**config.mk**
```make
export PLATFORM = sky130hd
export DESIGN_NAME = rx_byte_packer
export DESIGN_NICKNAME = d
export VERILOG_FILES = /design/src/rtl/rx_byte_packer_pkg.sv /design/src/rtl/rx_byte_packer_popcount.sv /design/src/rtl/rx_byte_packer.sv
export SDC_FILE = /design/constraint.sdc
export NUM_CORES = 2
export LEC_CHECK = 0
export CAP_MARGIN = 0
export CORE_ASPECT_RATIO = 0.9
export CORE_UTILIZATION = 45
export CTS_CLUSTER_SIZE = 12
export DETAILED_ROUTE_END_ITERATION = 16
export SETUP_SLACK_MARGIN = 0.15
export SYNTH_ARGS = -nofsm -noshare
export SYNTH_HDL_FRONTEND = slang
export SYNTH_SLANG_ARGS = --single-unit
```
**constraint.sdc**
```tcl
create_clock -name clk -period 8.1 [get_ports clk]
set_input_delay 1.215 -clock clk [delete_from_list [all_inputs] [get_ports clk]]
set_output_delay 1.215 -clock clk [all_outputs]
set_load 0.1 [all_outputs]
```
**src/rtl/rx_byte_packer_pkg.sv**
```systemverilog
// Shared receive-path definitions for pcie_rx: default geometry, pointer sizing and gen codes.
package pcie_rx_pkg;

   localparam int IN_BYTES_DEF  = 64;
   localparam int OUT_BYTES_DEF = 16;
   localparam int BUF_BYTES_DEF = 128;

   localparam logic [2:0] GEN1 = 3'd1;
   localparam logic [2:0] GEN2 = 3'd2;
   localparam logic [2:0] GEN3 = 3'd3;
   localparam logic [2:0] GEN4 = 3'd4;
   localparam logic [2:0] GEN5 = 3'd5;

   typedef enum logic {
      OUT_PARTIAL,
      OUT_READY
   } outView_e;

   function automatic int ptrWidth(input int depth);
      return (depth > 1) ? $clog2(depth) : 1;
   endfunction

endpackage

```
**src/rtl/rx_byte_packer_popcount.sv**
```systemverilog
// Combinational population count of a 64-bit lane/byte mask.
module popcount_64 (
   input  logic [63:0] mask_i,
   output logic [6:0]  count_o
);

   always_comb begin
      count_o = '0;
      for (int i = 0; i < 64; i++) begin
         count_o = count_o + 7'(mask_i[i]);
      end
   end

endmodule

```
**src/rtl/rx_byte_packer.sv**
```systemverilog
// Packs variable-width receive beats into a circular byte buffer and emits fixed-width chunks.
// Optional feature: define RX_PACKER_OVF_CNT_EN to add the saturating dropped-beat counter ovf_cnt.
module rx_byte_packer
   import pcie_rx_pkg::*;
#(
   parameter int IN_BYTES  = IN_BYTES_DEF,
   parameter int OUT_BYTES = OUT_BYTES_DEF,
   parameter int BUF_BYTES = BUF_BYTES_DEF
) (
   input  logic                       clk,
   input  logic                       reset_n,
   input  logic                       linkup,
   input  logic                       w,
   input  logic [IN_BYTES-1:0]        valid,
   input  logic [IN_BYTES*8-1:0]      data_in,
   output logic [OUT_BYTES*8-1:0]     out_data,
   output logic                       out_valid,
   input  logic                       out_ready,
   output logic                       overflow,
   output logic [$clog2(BUF_BYTES):0] level
`ifdef RX_PACKER_OVF_CNT_EN
   ,
   output logic [15:0]                ovf_cnt
`endif
);

   localparam int PW = ptrWidth(BUF_BYTES);
   localparam int LW = PW + 1;
   localparam int IW = ptrWidth(IN_BYTES);

   logic [PW-1:0]          wrPtr_q, wrPtr_d;
   logic [PW-1:0]          rdPtr_q, rdPtr_d;
   logic [LW-1:0]          level_q, level_d;
   logic                   overflow_q, overflow_d;
   logic [BUF_BYTES*8-1:0] memFlat;
   logic [63:0]            validExt;
   logic [6:0]             maskCount;
   logic [6:0]             nIn;
   logic [LW:0]            freeSpace;
   logic                   pop;
   logic                   accept;
   logic                   doWrite;
   logic                   reject;
   outView_e               outView;

   assign validExt = 64'(valid);

   popcount_64 uCount (
      .mask_i  (validExt),
      .count_o (maskCount)
   );

   assign nIn       = w ? maskCount : 7'd0;
   assign outView   = (level_q >= LW'(OUT_BYTES)) ? OUT_READY : OUT_PARTIAL;
   assign out_valid = (outView == OUT_READY);
   assign pop       = out_valid & out_ready;

   // A same-cycle pop frees a chunk of space that the incoming beat may use.
   assign freeSpace = (LW+1)'(BUF_BYTES) - {1'b0, level_q} + (pop ? (LW+1)'(OUT_BYTES) : '0);
   assign accept    = ((LW+1)'(nIn) <= freeSpace);
   assign doWrite   = linkup & accept & (nIn != 7'd0);
   assign reject    = linkup & ~accept;

   always_comb begin
      wrPtr_d    = wrPtr_q;
      rdPtr_d    = rdPtr_q;
      level_d    = level_q;
      overflow_d = overflow_q;
      if (!linkup) begin
         wrPtr_d    = '0;
         rdPtr_d    = '0;
         level_d    = '0;
         overflow_d = 1'b0;
      end else begin
         if (doWrite) wrPtr_d = wrPtr_q + PW'(nIn);
         if (pop) rdPtr_d = rdPtr_q + PW'(OUT_BYTES);
         level_d = level_q + (doWrite ? LW'(nIn) : '0) - (pop ? LW'(OUT_BYTES) : '0);
         if (reject) overflow_d = 1'b1;
      end
   end

   always_ff @(posedge clk or negedge reset_n) begin
      if (!reset_n) begin
         wrPtr_q    <= '0;
         rdPtr_q    <= '0;
         level_q    <= '0;
         overflow_q <= 1'b0;
      end else begin
         wrPtr_q    <= wrPtr_d;
         rdPtr_q    <= rdPtr_d;
         level_q    <= level_d;
         overflow_q <= overflow_d;
      end
   end

   // Each slot selects its own byte lane by its distance from the write pointer.
   for (genvar i = 0; i < BUF_BYTES; i++) begin : gSlot
      logic [PW-1:0] offset;
      logic [7:0]    slot_q;
      assign offset = PW'(i) - wrPtr_q;
      always_ff @(posedge clk) begin
         if (doWrite && (LW'(offset) < LW'(nIn))) begin
            slot_q <= data_in[8*offset[IW-1:0] +: 8];
         end
      end
      assign memFlat[8*i +: 8] = slot_q;
   end

   for (genvar j = 0; j < OUT_BYTES; j++) begin : gRead
      logic [PW-1:0] idx;
      assign idx = rdPtr_q + PW'(j);
      assign out_data[8*j +: 8] = memFlat[8*idx +: 8];
   end

`ifdef RX_PACKER_OVF_CNT_EN
   logic [15:0] ovfCnt_q;

   always_ff @(posedge clk or negedge reset_n) begin
      if (!reset_n) begin
         ovfCnt_q <= '0;
      end else if (!linkup) begin
         ovfCnt_q <= '0;
      end else if (reject && (ovfCnt_q != 16'hFFFF)) begin
         ovfCnt_q <= ovfCnt_q + 16'd1;
      end
   end

   assign ovf_cnt = ovfCnt_q;
`endif

   assign overflow = overflow_q;
   assign level    = level_q;

endmodule

```
Word level (Yosys, flattened, before mapping)
Index checks and enable logic that the tools add are counted.
Cells by class
  $add $sub $neg: 212
  magnitude comparators: 130
  eq/ne operators: 3
  shift operators: 144
  muxes and demuxes: 12
  bitwise gates (word level): 5
  reductions and logical operators: 129
Operators with widths (number)
  $shiftx A512 B10 Y8: 128
  $shiftx A1024 B11 Y8: 16
  $lt A7 B7 Y1: 128
  $sub A7 B7 Y7 const A: 64
  $add A7 B1 Y7: 62
  $sub A6 B7 Y7 const A: 32
  $logic_and A1 B1 Y1: 128
  $sub A5 B7 Y7 const A: 16
  $add A7 B4 Y7 const B: 8
  $sub A4 B7 Y7 const A: 8
  $mux W7: 6
  $add A7 B3 Y7 const B: 4
  $sub A3 B7 Y7 const A: 4
  $add A7 B2 Y7 const B: 2
  $sub A1 B7 Y7 const A: 2
  $sub A2 B7 Y7 const A: 2
  $mux W5: 2
  $add A9 B5 Y9: 1
  $le A7 B9 Y1: 1
  $sub A8 B8 Y9 const A: 1
  $add A8 B7 Y8: 1
  $ge A8 B5 Y1 const B: 1
  $mux W8: 1
  $sub A8 B5 Y8: 1
  9 further kinds: 16
Storage, ports and cells
  register bits after elaboration: 1047
  bits of input ports: 581
  output and inout port bits: 138
  logic and storage cells: 767

Longest topological paths before layout
  depth in word-level cells: 71
  depth in mapped cells: 38
  mapped depth without buffers: 36

Modules after synthesis
From an unflattened synthesis, not the netlist that was laid out.
Second synthesis, totals
  cell total of the unflattened synthesis: 5836
  area, all modules: 86832.0 um^2
By module, submodules not included
  rx_byte_packer: times used 1, cells an instance 5654, area each 85067.8 um^2, sequential area each 31224.9 um^2
  popcount_64: times used 1, cells an instance 182, area each 1764.2 um^2, sequential area each 0.0 um^2

Least setup slack after synthesis
OpenSTA, ideal clock, no wires.
  path type: input to register
  start point: in valid[0]
  end point: reg level_q[7], in the netlist level[7]
  setup time: 0.119 ns
  arrival time: 10.611 ns
  data required time: 7.981 ns
  path slack: -2.630 ns
  stages on the path: 33
  path through: ha_1 -> inv_1 -> fa_1 -> fa_1 -> fa_1 -> fa_1 -> fa_1 -> fa_1 -> fa_1 -> fa_1 -> fa_1 -> fa_1 -> nor2b_1 -> o22ai_1 -> xnor2_1 -> nand2_1 -> inv_1 -> ha_1 -> nand2_1 -> a211oi_1 -> o21ai_0 -> maj3_1 -> o21ai_1 -> buf_2 -> clkbuf_1 -> or2_2 -> fa_1 -> inv_1 -> ha_1 -> and3_1 -> a211oi_1 -> xnor2_1 -> and2_1
Between the ends
  word-level cells in the longest chain between the ends: 71
Ends and longest elaborated chain
  start: declaration: RTL line rx_byte_packer.sv:14  | input logic [IN_BYTES-1:0] valid,
  $add A1 B1 Y2 *: RTL line rx_byte_packer_popcount.sv:10  | count_o = count_o + 7'(mask_i[i]);
  $add A7 B1 Y7 * (62 in series): RTL line rx_byte_packer_popcount.sv:10
  $mux W7 *: RTL line rx_byte_packer.sv:53  | assign nIn = w ? maskCount : 7'd0;
  $le A7 B9 Y1: RTL line rx_byte_packer.sv:60  | assign accept = ((LW+1)'(nIn) <= freeSpace);
  $and A1 B1 Y1 (2 in series): RTL line rx_byte_packer.sv:61  | assign doWrite = linkup & accept & (nIn != 7'd0);
  $mux W7 *: RTL line rx_byte_packer.sv:77  | level_d = level_q + (doWrite ? LW'(nIn) : '0) - (pop ? LW'(OUT_BYTES) : '0);
  $add A8 B7 Y8 *: RTL line rx_byte_packer.sv:77
  $sub A8 B5 Y8 *: RTL line rx_byte_packer.sv:77
  $mux W8 *: RTL line rx_byte_packer.sv:69  | if (!linkup) begin
  net level_d[7]: RTL line rx_byte_packer.sv:33  | logic [LW-1:0] level_q, level_d;
  end signal: assignment: RTL line rx_byte_packer.sv:91  | level_q <= level_d;
  end: declaration: RTL line rx_byte_packer.sv:33
Mark *: on every way through the listed nets, which the timed path passes. The rest lies on a longest branch.
A chain may end at the register's enable or synchronous reset.

Final worst setup path
Ends and elaborated chain as after synthesis.

==> impl_metrics.json <==
{
  "required_ns": 8.84,
  "final_antenna_net_count": 0,
  "yosys_warnings": 0,
  "vias": 71200,
  "reg2reg_from": "wrPtr_q[3]$_DFFE_PN0P_",
  "synth_ff_type": "edfxtp_1",
  "numCtsBuffers": 111,
  "synth_area_um2": 87100,
  "drtIter0Drc": 11800,
  "clock_path_buffers": 3,
  "cts_hold_buf": 0,
  "finalWirelength_um": 433000,
  "clock_skew_ns": 0.0849,
  "antenna_found_initial": 37,
  "synth_seq_cells": 1043,
  "holdWs_ns": 0.499,
  "port_buffers": 718,
  "finalSetupViolCount": 1031,
  "drt_pre_antenna_iters": 8,
  "setup_ws_ns": -0.918,
  "cts_tree": "built",
  "startpoint": "valid[0]",
  "cp-start-kind": "input port",
  "post-route-period-util_pct": 111,
  "cp_max_fo": 7,
  "fmax_mhz": 111,
  "slew_viol_final": 1,
  "final_nets": 7993,
  "drc_errors": 0,
  "netlist_top_cells_count": "mux4_2 (1,168), edfxtp_1 (1,024), mux2i_1 (627)",
  "clk_latency_ns": 0.86,
  "tightest_slew_ns": 1.49,
  "r2r_slack_ns": 1.95,
  "die-width_um": 466,
  "max_cap_viol_count": 1,
  "grt_use_total_pct": 43.7,
  "grt_max_degree": 131,
  "grt_first_pass_wirelength_um": 573000,
  "crit_path_max_incr_delay_ns": 0.58,
  "cts_root_buffer": "clkbuf_16",
  "rsz0062_at_grt": "true",
  "outcome": "finished, violations left",
  "htreeDepth": 3,
  "synth_area_leaders": "edfxtp_1 (35%), mux4_2 (30%), mux2i_1 (7.2%)",
  "hp-class": "flop to flop",
  "layout_min_cycle_time_ns": 9.02,
  "synth_top_family_by_area": "multiplexers",
  "start_util_pct": 45.5,
  "synth_compound_area_share_pct": 7.37,
  "cts_sinks": 1043,
  "dieArea_um2": 195000,
  "pin_count": 719,
  "min_path_cells": 1,
  "critPathCapture": "level[7]$_DFF_PN0_",
  "die_h_um": 419,
  "viasPerCell": 7.36,
  "async_reset_ff_share_pct": 1.82,
  "worstRegToRegCells": 11,
  "grt_pass1_vias": 65900,
  "syn-num-nets": 7231,
  "critical_path.slowest_cell": "fa_1",
  "syn-mean-instance-area_um2": 13.9,
  "end_kind": "flop",
  "synth_top_area_share_pct": 35.3,
  "drive_above_1_share_pct": 31.2,
  "dp_hpwl_um": 347000,
  "slew_headroom_pct": -2.22,
  "overflow": 0,
  "synth_cell_types": 70,
  "synth.most_common_cell": "mux4_2",
  "wl_per_cell_um": 44.8,
  "synth_edf_count": 1024,
  "routabilityCongestion": 1.07,
  "yosys.area.top_type": "edfxtp_1",
  "worstSetupPathType": "input port to flop",
  "crit_path_frequent_cell": "fa_1",
  "failed_checks": "max-capacitance violations, max-slew violations, negative setup slack",
  "synth-seq-area-share_pct": 35.8,
  "yosys-mux-area-fraction_pct": 40.7,
  "synth-xor-area-share_pct": 1.54,
  "area_growth_pct": 20.9,
  "path_clk_slew_ns": 0.06,
  "reg2reg_to": "gSlot[70].slot_q[3]$_DFFE_PP_",
  "core_um2": 192000,
  "arrival_ns": 9.76,
  "synthSimpleGateAreaFrac_pct": 5.17,
  "hold_viol": 0,
  "rows": 152,
  "netlist_instances": 6284,
  "synth_adder_area_share_pct": 5.83
}
-- per-layer routing --
layer / part of all wire (%) / track usage, % / up-vias
met1: 36 / 57.3 / 37000
met2: 41 / 60.7 / 5484
met3: 13 / 13.1 / 1109
met5: 0.019 / 0 / -
li1: - / - / 27500
met4: 9.6 / 33.8 / 12
-- layout make-up --
cell class | instances | area [µm²]
diodes | 20 | 50.0
clock buffers | 129 | 2850
clock inverters | 50 | 790
fillers | 15700 | 86200
inverters | 264 | 1020
multi-input cells | 4493 | 54800
flip-flops and latches | 1043 | 31300
well taps | 2541 | 3180
repair buffers | 1133 | 11400
-- worst max-delay path: cells and delay by family --
kind	cells	cell delay [ns]
compound gates	5	0.86
xor+xnor	2	0.28
fa+ha+maj	15	6.12
buf+inv	5	0.42
simple gates	5	0.83
-- registers in the layout, summed over array words and instances (netlist names) --
register,count
gSlot.slot_q,1024
level,8
wrPtr_q,7
rdPtr_q,3
overflow,1
-- worst min-delay path by stage --
stage | start | end
CTS | overflow$_DFFE_PN0P_ | overflow$_DFFE_PN0P_
detailed placement | overflow$_DFFE_PN0P_ | overflow$_DFFE_PN0P_
global placement | overflow$_DFFE_PN0P_ | overflow$_DFFE_PN0P_
floorplan | rdPtr_q[5]$_DFFE_PN0N_ | rdPtr_q[5]$_DFFE_PN0N_
finish | overflow$_DFFE_PN0P_ | overflow$_DFFE_PN0P_
global route | overflow$_DFFE_PN0P_ | overflow$_DFFE_PN0P_
-- through the flow --
stage	setup WS, ns	util (%)	instance area (µm²)	TNS, ns	instances
finish	-0.918	55.0	105000	-681.99	9673
global route	-1.09	55.0	105000	-818.14	9665
CTS	-1.05	54.4	104000	-775.84	9625
detailed placement	-2.18	52.2	100000	-1902.13	9426
global placement	-2.04	52.2	100000	-1748.81	9426
floorplan	-1.72	-	87600	-1468.95	6284
-- cell families after synthesis --
logic type / after synthesis
AOI/OAI and AO/OA: 868
xor gates and xnor gates: 133
adders and majority gates: 374
buffers and inverters: 748
DFF: 1043
muxes: 2047
and+or+nand+nor: 1071
-- cells in the final DEF, fill, tap and decap left out, drive strengths merged, types with 118 or more instances in the layout --
master / instances
mux2: 252
nand2: 373
ha: 310
buf: 414
inv: 263
xnor2: 118
edfxtp: 1024
clkbuf: 132
nor2: 461
mux4: 1168
mux2i: 627
clkdlybuf4s50: 687
a22oi: 433
-- repair_timing --
action / 4_1_cts / 5_1_grt
resized for setup: 82 / 118
pin swaps: 53 / 76
gates cloned: 6 / 2
setup buffers: 14 / 26
endpoints found under the setup margin: 1040 / 1040
Power is not shown: default switching activity piles up to over one toggle a cycle in this logic, so the estimate is an artifact.
